$ cat config.mk
export PLATFORM = sky130hd
export DESIGN_NAME = uart_rx_byte
export DESIGN_NICKNAME = d
export VERILOG_FILES = /design/src/rtl/uart_rx_pkg.sv /design/src/rtl/uart_rx_fifo.sv /design/src/rtl/uart_rx_byte.sv
export SDC_FILE = /design/constraint.sdc
export NUM_CORES = 1
export LEC_CHECK = 0
export CAP_MARGIN = 20
export CORE_UTILIZATION = 55
export CTS_CLUSTER_SIZE = 10
export DETAILED_ROUTE_END_ITERATION = 7
export PLACE_DENSITY = 0.76
export SLEW_MARGIN = 20
export SYNTH_ARGS = -nofsm -noshare
export SYNTH_HDL_FRONTEND = slang
export SYNTH_SLANG_ARGS = --single-unit
$ cat constraint.sdc
create_clock -name clkin -period 4.75 [get_ports clkin]
set_clock_uncertainty 0.1 [all_clocks]
set_input_delay 0.95 -clock clkin [delete_from_list [all_inputs] [get_ports clkin]]
set_output_delay 0.95 -clock clkin [all_outputs]
set_load 0.03 [all_outputs]
$ cat src/rtl/uart_rx_pkg.sv
// Shared types for the UART receive path: deframer states and character width.
// Pure declarations; no timing or flow-control behaviour lives here.
package uart_rx_pkg;

    localparam int UART_DATA_BITS = 8;

    typedef enum logic [2:0] {
        ST_IDLE      = 3'd0,
        ST_START     = 3'd1,
        ST_DATA      = 3'd2,
        ST_STOP      = 3'd3,
        ST_WAIT_HIGH = 3'd4
    } rx_state_t;

endpackage

$ cat src/rtl/uart_rx_fifo.sv
// Show-ahead FIFO: rdata is the head entry combinationally, zero read latency.
// Write lands one cycle after push; a push while full is accepted only if a pop frees a slot that cycle.
module uart_rx_fifo #(
    parameter int WIDTH = 8,
    parameter int DEPTH = 4
) (
    input  logic             clk,
    input  logic             rst,
    input  logic             push,
    input  logic [WIDTH-1:0] wdata,
    input  logic             pop,
    output logic [WIDTH-1:0] rdata,
    output logic             empty,
    output logic             full
);
    localparam int AW = $clog2(DEPTH);

    // Extra MSB on each pointer distinguishes full from empty when the addresses match.
    logic [AW:0]      wr_ptr;
    logic [AW:0]      rd_ptr;
    logic [WIDTH-1:0] mem [DEPTH];
    logic             do_push;
    logic             do_pop;

    assign empty   = (wr_ptr == rd_ptr);
    assign full    = (wr_ptr[AW] != rd_ptr[AW]) && (wr_ptr[AW-1:0] == rd_ptr[AW-1:0]);
    assign do_pop  = pop && !empty;
    assign do_push = push && (!full || do_pop);
    assign rdata   = mem[rd_ptr[AW-1:0]];

    always_ff @(posedge clk) begin
        if (rst) begin
            wr_ptr <= '0;
            rd_ptr <= '0;
        end else begin
            if (do_push) wr_ptr <= wr_ptr + 1'b1;
            if (do_pop)  rd_ptr <= rd_ptr + 1'b1;
        end
    end

    always_ff @(posedge clk) begin
        if (do_push) mem[wr_ptr[AW-1:0]] <= wdata;
    end

endmodule

$ cat src/rtl/uart_rx_byte.sv
// 8N1 UART receiver: 2-FF sync, mid-bit sampling deframer, show-ahead byte FIFO toward the consumer.
// Byte appears one cycle after the stop-bit sample; rx_ready stalls the FIFO, a full FIFO drops the byte with overrun.
module uart_rx_byte
    import uart_rx_pkg::*;
#(
    parameter int BIT_CYCLES = 20,
    parameter int FIFO_DEPTH = 4
) (
    input  logic                      clkin,
    input  logic                      rst,
    input  logic                      rx,
    output logic [UART_DATA_BITS-1:0] rx_data,
    output logic                      rx_valid,
    input  logic                      rx_ready,
    output logic                      frame_err,
    output logic                      overrun,
    output logic                      busy
);
    localparam int CW = $clog2(BIT_CYCLES);
    localparam int IW = $clog2(UART_DATA_BITS);
    localparam logic [CW-1:0] HALF_LOAD = CW'(BIT_CYCLES / 2 - 1);
    localparam logic [CW-1:0] FULL_LOAD = CW'(BIT_CYCLES - 1);
    localparam logic [IW-1:0] LAST_BIT  = IW'(UART_DATA_BITS - 1);

    logic [1:0]                rx_sync;
    logic                      rx_s;
    rx_state_t                 state;
    logic [CW-1:0]             cnt;
    logic [IW-1:0]             bit_idx;
    logic [UART_DATA_BITS-1:0] shreg;
    logic                      cnt_zero;
    logic                      stop_tick;
    logic                      pop;
    logic                      push;
    logic                      fifo_empty;
    logic                      fifo_full;
    logic [UART_DATA_BITS-1:0] fifo_rdata;

    // Flops reset to idle-high so a released reset never fakes a start bit.
    always_ff @(posedge clkin) begin
        if (rst) rx_sync <= 2'b11;
        else     rx_sync <= {rx_sync[0], rx};
    end

    assign rx_s = rx_sync[1];

    always_comb begin
        cnt_zero  = (cnt == '0);
        stop_tick = (state == ST_STOP) && cnt_zero;
        pop       = rx_valid && rx_ready;
        push      = stop_tick && rx_s && (!fifo_full || pop);
    end

    always_ff @(posedge clkin) begin
        if (rst) begin
            state     <= ST_IDLE;
            cnt       <= '0;
            bit_idx   <= '0;
            shreg     <= '0;
            frame_err <= 1'b0;
            overrun   <= 1'b0;
        end else begin
            frame_err <= 1'b0;
            overrun   <= 1'b0;
            case (state)
                ST_IDLE: begin
                    if (!rx_s) begin
                        cnt   <= HALF_LOAD;
                        state <= ST_START;
                    end
                end
                ST_START: begin
                    if (!cnt_zero) begin
                        cnt <= cnt - 1'b1;
                    end else if (!rx_s) begin
                        cnt     <= FULL_LOAD;
                        bit_idx <= '0;
                        state   <= ST_DATA;
                    end else begin
                        state <= ST_IDLE;
                    end
                end
                ST_DATA: begin
                    if (!cnt_zero) begin
                        cnt <= cnt - 1'b1;
                    end else begin
                        shreg <= {rx_s, shreg[UART_DATA_BITS-1:1]};
                        cnt   <= FULL_LOAD;
                        if (bit_idx == LAST_BIT) state   <= ST_STOP;
                        else                     bit_idx <= bit_idx + 1'b1;
                    end
                end
                ST_STOP: begin
                    if (!cnt_zero) begin
                        cnt <= cnt - 1'b1;
                    end else if (rx_s) begin
                        overrun <= !push;
                        state   <= ST_IDLE;
                    end else begin
                        frame_err <= 1'b1;
                        state     <= ST_WAIT_HIGH;
                    end
                end
                // A held-low line (break) reports once and then waits for idle.
                ST_WAIT_HIGH: begin
                    if (rx_s) state <= ST_IDLE;
                end
                default: state <= ST_IDLE;
            endcase
        end
    end

    uart_rx_fifo #(
        .WIDTH (UART_DATA_BITS),
        .DEPTH (FIFO_DEPTH)
    ) u_fifo (
        .clk   (clkin),
        .rst   (rst),
        .push  (push),
        .wdata (shreg),
        .pop   (pop),
        .rdata (fifo_rdata),
        .empty (fifo_empty),
        .full  (fifo_full)
    );

    assign rx_valid = !fifo_empty;
    assign rx_data  = fifo_empty ? '0 : fifo_rdata;
    assign busy     = (state != ST_IDLE);

endmodule

Word level (Yosys, flattened, before mapping):

Memories as Yosys holds them, arrays and structs flattened. A register that Yosys moved wholly into a read port is not among the register bits.
Cells that the tools add are included.

* bits of input ports: 4
* bits in writable memories: 32
* memories: 1
* word-level logic and storage cells: 84
* register bits after elaboration: 29
* output and inout port bits: 12

* equality and inequality tests: 18
* $add $sub $neg: 4
* multiplexer cells: 26
* bitwise logic cells: 3
* reductions and logical operators: 23

Memories
* u_fifo.mem: words 4, bits a word 8, read ports 1, clocked after memory_dff 1, wr ports 1, line uart_rx_fifo.sv:21 `logic [WIDTH-1:0] mem [DEPTH];`

Operator list (count)
* two-way mux 3 bit: 11
* two-way mux 5 bit: 5
* case mux 5 bit (4 select lines): 1
* inequality test 2 bit, second input constant: 9
* case mux 3 bit (5 select lines): 1
* adder 3 x 1 -> 3 bit, second input constant: 3
* two-way mux 8 bit: 1
* logical AND 1 bit: 7
* == test 3 x 2 -> 1 bit, second input constant: 2
* == test 3 bit, second input constant: 2
* two-way mux 2 bit: 3
* case mux 3 bit (2 select lines): 1
* AND reduction 6 bit: 1
* logical NOT 5 bit: 1
* AND reduction 5 bit: 1
* subtractor 5 x 1 -> 5 bit, second input constant: 1
* AND reduction 4 bit: 1
* nonzero test 4 bit: 1
* OR reduction 4 bit: 1
* == test 3 x 1 -> 1 bit, second input constant: 1
* == test 3 bit: 1
* logical NOT 1 bit: 3
* logical NOT 3 bit: 1
* two-way mux 1 bit: 3
* 9 further kinds: 12

Longest topological paths before layout:

* depth in word-level cells: 8
* mapped depth: 7

Cells and area by module:

A second synthesis with hierarchy kept.

* cell total of the unflattened synthesis: 242
* area, all modules: 2900.3 um2

Modules (own cells, without submodules)
* uart_rx_fifo: sequential area each 1121.1 um2, area each 1699.1 um2, cells an instance 97, instances 1
* uart_rx_byte: sequential area each 460.4 um2, area each 1201.2 um2, cells an instance 145, instances 1

Worst setup path before layout:

Ideal clock, no wire load.

* path kind: reg-to-output
* start: reg with a tool-made name
* end: out rx_data[0]
* cell stages (with the launch flop): 4
* setup slack: 2.210 ns
* arrival time: 1.490 ns
* path through: dfxtp_1 clkbuf_1 mux4_2 nor2b_1

RTL lines
* to (decl): line uart_rx_byte.sv:12 `output logic [UART_DATA_BITS-1:0] rx_data,`

==> impl_metrics.ini <==
[route]
drc_errors = 0
drt_pre_antenna_iters = 4
via_count = 1629
wire_per_inst_um = 14.46
final_antenna_net_count = 0
drt_iter0_drc = 69
routed_via_density = 5.466
routed_wirelength_um = 4310

[final_layout]
ff_latch_area_mm2 = 0.001582
multi_input_area_mm2 = 0.001054
mostFrequentLayoutCell = edfxtp_1
num-fill-cells = 357
drive_gt1_frac = 0.1645
final_cell_mix = edfxtp_1 (32), dfxtp_1 (31), nor2_1 (23), clkdlybuf4s50_1 (14), mux2i_1 (11)
antenna_cells = 0
syn2layout_area_growth_pct = 15.87
fin_cells = 298
final_util = 0.6654
nets = 238

[clock_network]
numCtsBuffers = 9
cts_tree = done
clock_path_buffers = 2
h-tree-depth = 3
clk_pin_slew_ps = 70
clock-sinks = 63
postCtsHoldBufs = 0
clk-insertion-delay-late_ps = 330
root_buffer = clkbuf_8
post_cts_buffers = 0
ctsResizeCount = 0

[setup_path]
arrival_ps = 2340
crit_type = reg2out
cp_max_fo = 8
crit_slowest_cell = dfxtp_1
path_cells = mux4_2, nor2b_1, clkdlybuf4s50_1
max_stage_delay_ps = 660
path_delay_family = flip-flops
worst_setup_path_end_kind = output pin
critical_path.startpoint_type = flop
path_buf_inv = 1
required_ps = 3700

[floorplanning]
dieArea_mm2 = 0.005217
start_util = 0.5743
die_y_um = 72.23
ioPinCount = 16
coreArea_mm2 = 0.004723
rows = 25
die_w_um = 72.23

[global_route]
antenna_found_initial = 0
overflow = 0
grt_pass1_wl_um = 7341
grt_pass1_vias = 1553
grt_max_degree = 30
grtUsageTotal = 0.1926

[pwr]
powerDensity_mw_per_mm2 = 402.5
finalPower_w = 0.001265
p_leak_nw = 1.197
ir_drop_mv = 0.2407

[yosys]
synth_seq_cells = 63
yosysWarnings = 0
synthFlopType = edfxtp_1
yosysSeqAreaShare = 0.5830
syn_nets = 223
synthDistinctLibCells = 40
avgSynthCellArea_um2 = 12.86
async_flop_share = 0
synth_cells = 211
syn-cell-area_mm2 = 0.002713
synth_edf_count = 32

[sta]
drv_slew = 0
worst_pin_slew_ps = 665.1
final.period_utilization = 0.7137
setup_viol_count_final = 0
max_freq_ghz = 0.2950
setup_tns_ps = 0
maxSlewHeadroom = 0.5532
timing.final.crit_period_ps = 3390
grt_setup_unrepaired = no
hold_viol_final = 0

[placed_design]
dp_cells = 282
gp_congestion = 0.8692
post-dp-hpwl_um = 2884
portBuffers = 15

[flow_run]
drv_cap = 0

[hold_path]
hp-class = reg2reg

[outcome]
outcome = finished clean
## kinds of logic (layout without fill, tap and decap cells)
| family | count (synthesis) | count (layout) | share of synthesized area |
|---|---|---|---|
| AND/OR/NAND/NOR | 70 | 70 | 0.1518 |
| flip-flops | 63 | 63 | 0.5830 |
| multiplexers | 23 | 23 | 0.1236 |
| adder cells (fa/ha/maj) | 8 | 8 | 0.03690 |
| XOR/XNOR | 5 | 5 | 0.01614 |
| AO/OA/AOI/OAI | 24 | 24 | 0.05812 |
| buffers and inverters | 18 | 38 | 0.03044 |
## metrics by stage
step           instance area, µm²  hold WS (ps)  setup slack (ps)
2_1_floorplan                2713         289.5              2210
3_3_place_gp                 2890         304.8              1523
3_5_place_dp                 2890         299.3              1447
4_1_cts                      3143         318.8              1055
5_1_grt                      3143         324.2              1206
6_report                     3143         316.8              1360
## power by group
group,total (W),switching (W),leakage [nW],internal [W]
clock network,0.000577,0.000210,0.124,0.000366
registers,0.000590,0.0000155,0.547,0.000574
logic,0.0000983,0.0000510,0.527,0.0000472
total,0.00127,0.000277,1.20,0.000988
## registers in the layout, indices dropped and copies added (netlist names), named ones only
register / cells
state: 3
u_fifo.mem: 32
overrun: 1
bit_idx: 3
frame_err: 1
u_fifo.rd_ptr: 3
u_fifo.wr_ptr: 3
cnt: 5
rx_sync: 2
shreg: 8
## cell usage after synthesis (all sizes together) (2+ instances only)
cell type   n  area (µm²)
or3         3       18.77
nor3        8       51.30
nand4       2       12.51
xor2        5       43.79
mux4        8       180.2
a21oi       7       35.03
buf         2       22.52
and2        4       25.02
o31ai       2       15.01
nor2b       9       56.30
nor4        2       12.51
dfxtp      31       620.6
nor2       23       86.33
nor4b       3       41.29
or2         3       18.77
nand2       5       18.77
mux2        4       45.04
nand2b      2       12.51
o21ai       4       20.02
or4b        2       23.77
a211oi      2       15.01
a22o        2       17.52
ha          8       100.1
mux2i      11       110.1
inv         7       26.28
o22ai       2       12.51
edfxtp     32       960.9
clkbuf      9       33.78
## per-layer routing
layer	track usage	wire length [µm]	vias up
li1	-	-	806
met5	0	0	-
met1	0.2477	2002	791
met3	0.05833	132	5
met2	0.3032	2125	27
met4	0.08497	49	0
## layout make-up
cell class	instances	area share
tap	67	0.02667
timing repair buffer	15	0.04618
multi-input combinational	130	0.3352
clock inverter	6	0.03662
inverter	7	0.008360
clock buffer	10	0.04379
sequential	63	0.5032
## worst paths after layout
check | startpoint | to | slack [ps] | cells past startpoint
setup / recovery | flop | rx_data[1] | 1360 | 3
hold / removal | rx_sync[0]$_SDFF_PP1_ | rx_sync[1]$_SDFF_PP1_ | 320 | 1
setup reg to reg | cnt[0]$_SDFFE_PP0P_ | u_fifo.mem[1][5]$_DFFE_PP_ | 2080 | 6
hold reg to reg | rx_sync[0]$_SDFF_PP1_ | rx_sync[1]$_SDFF_PP1_ | 320 | 1
Power figures use the tool's default switching activity.
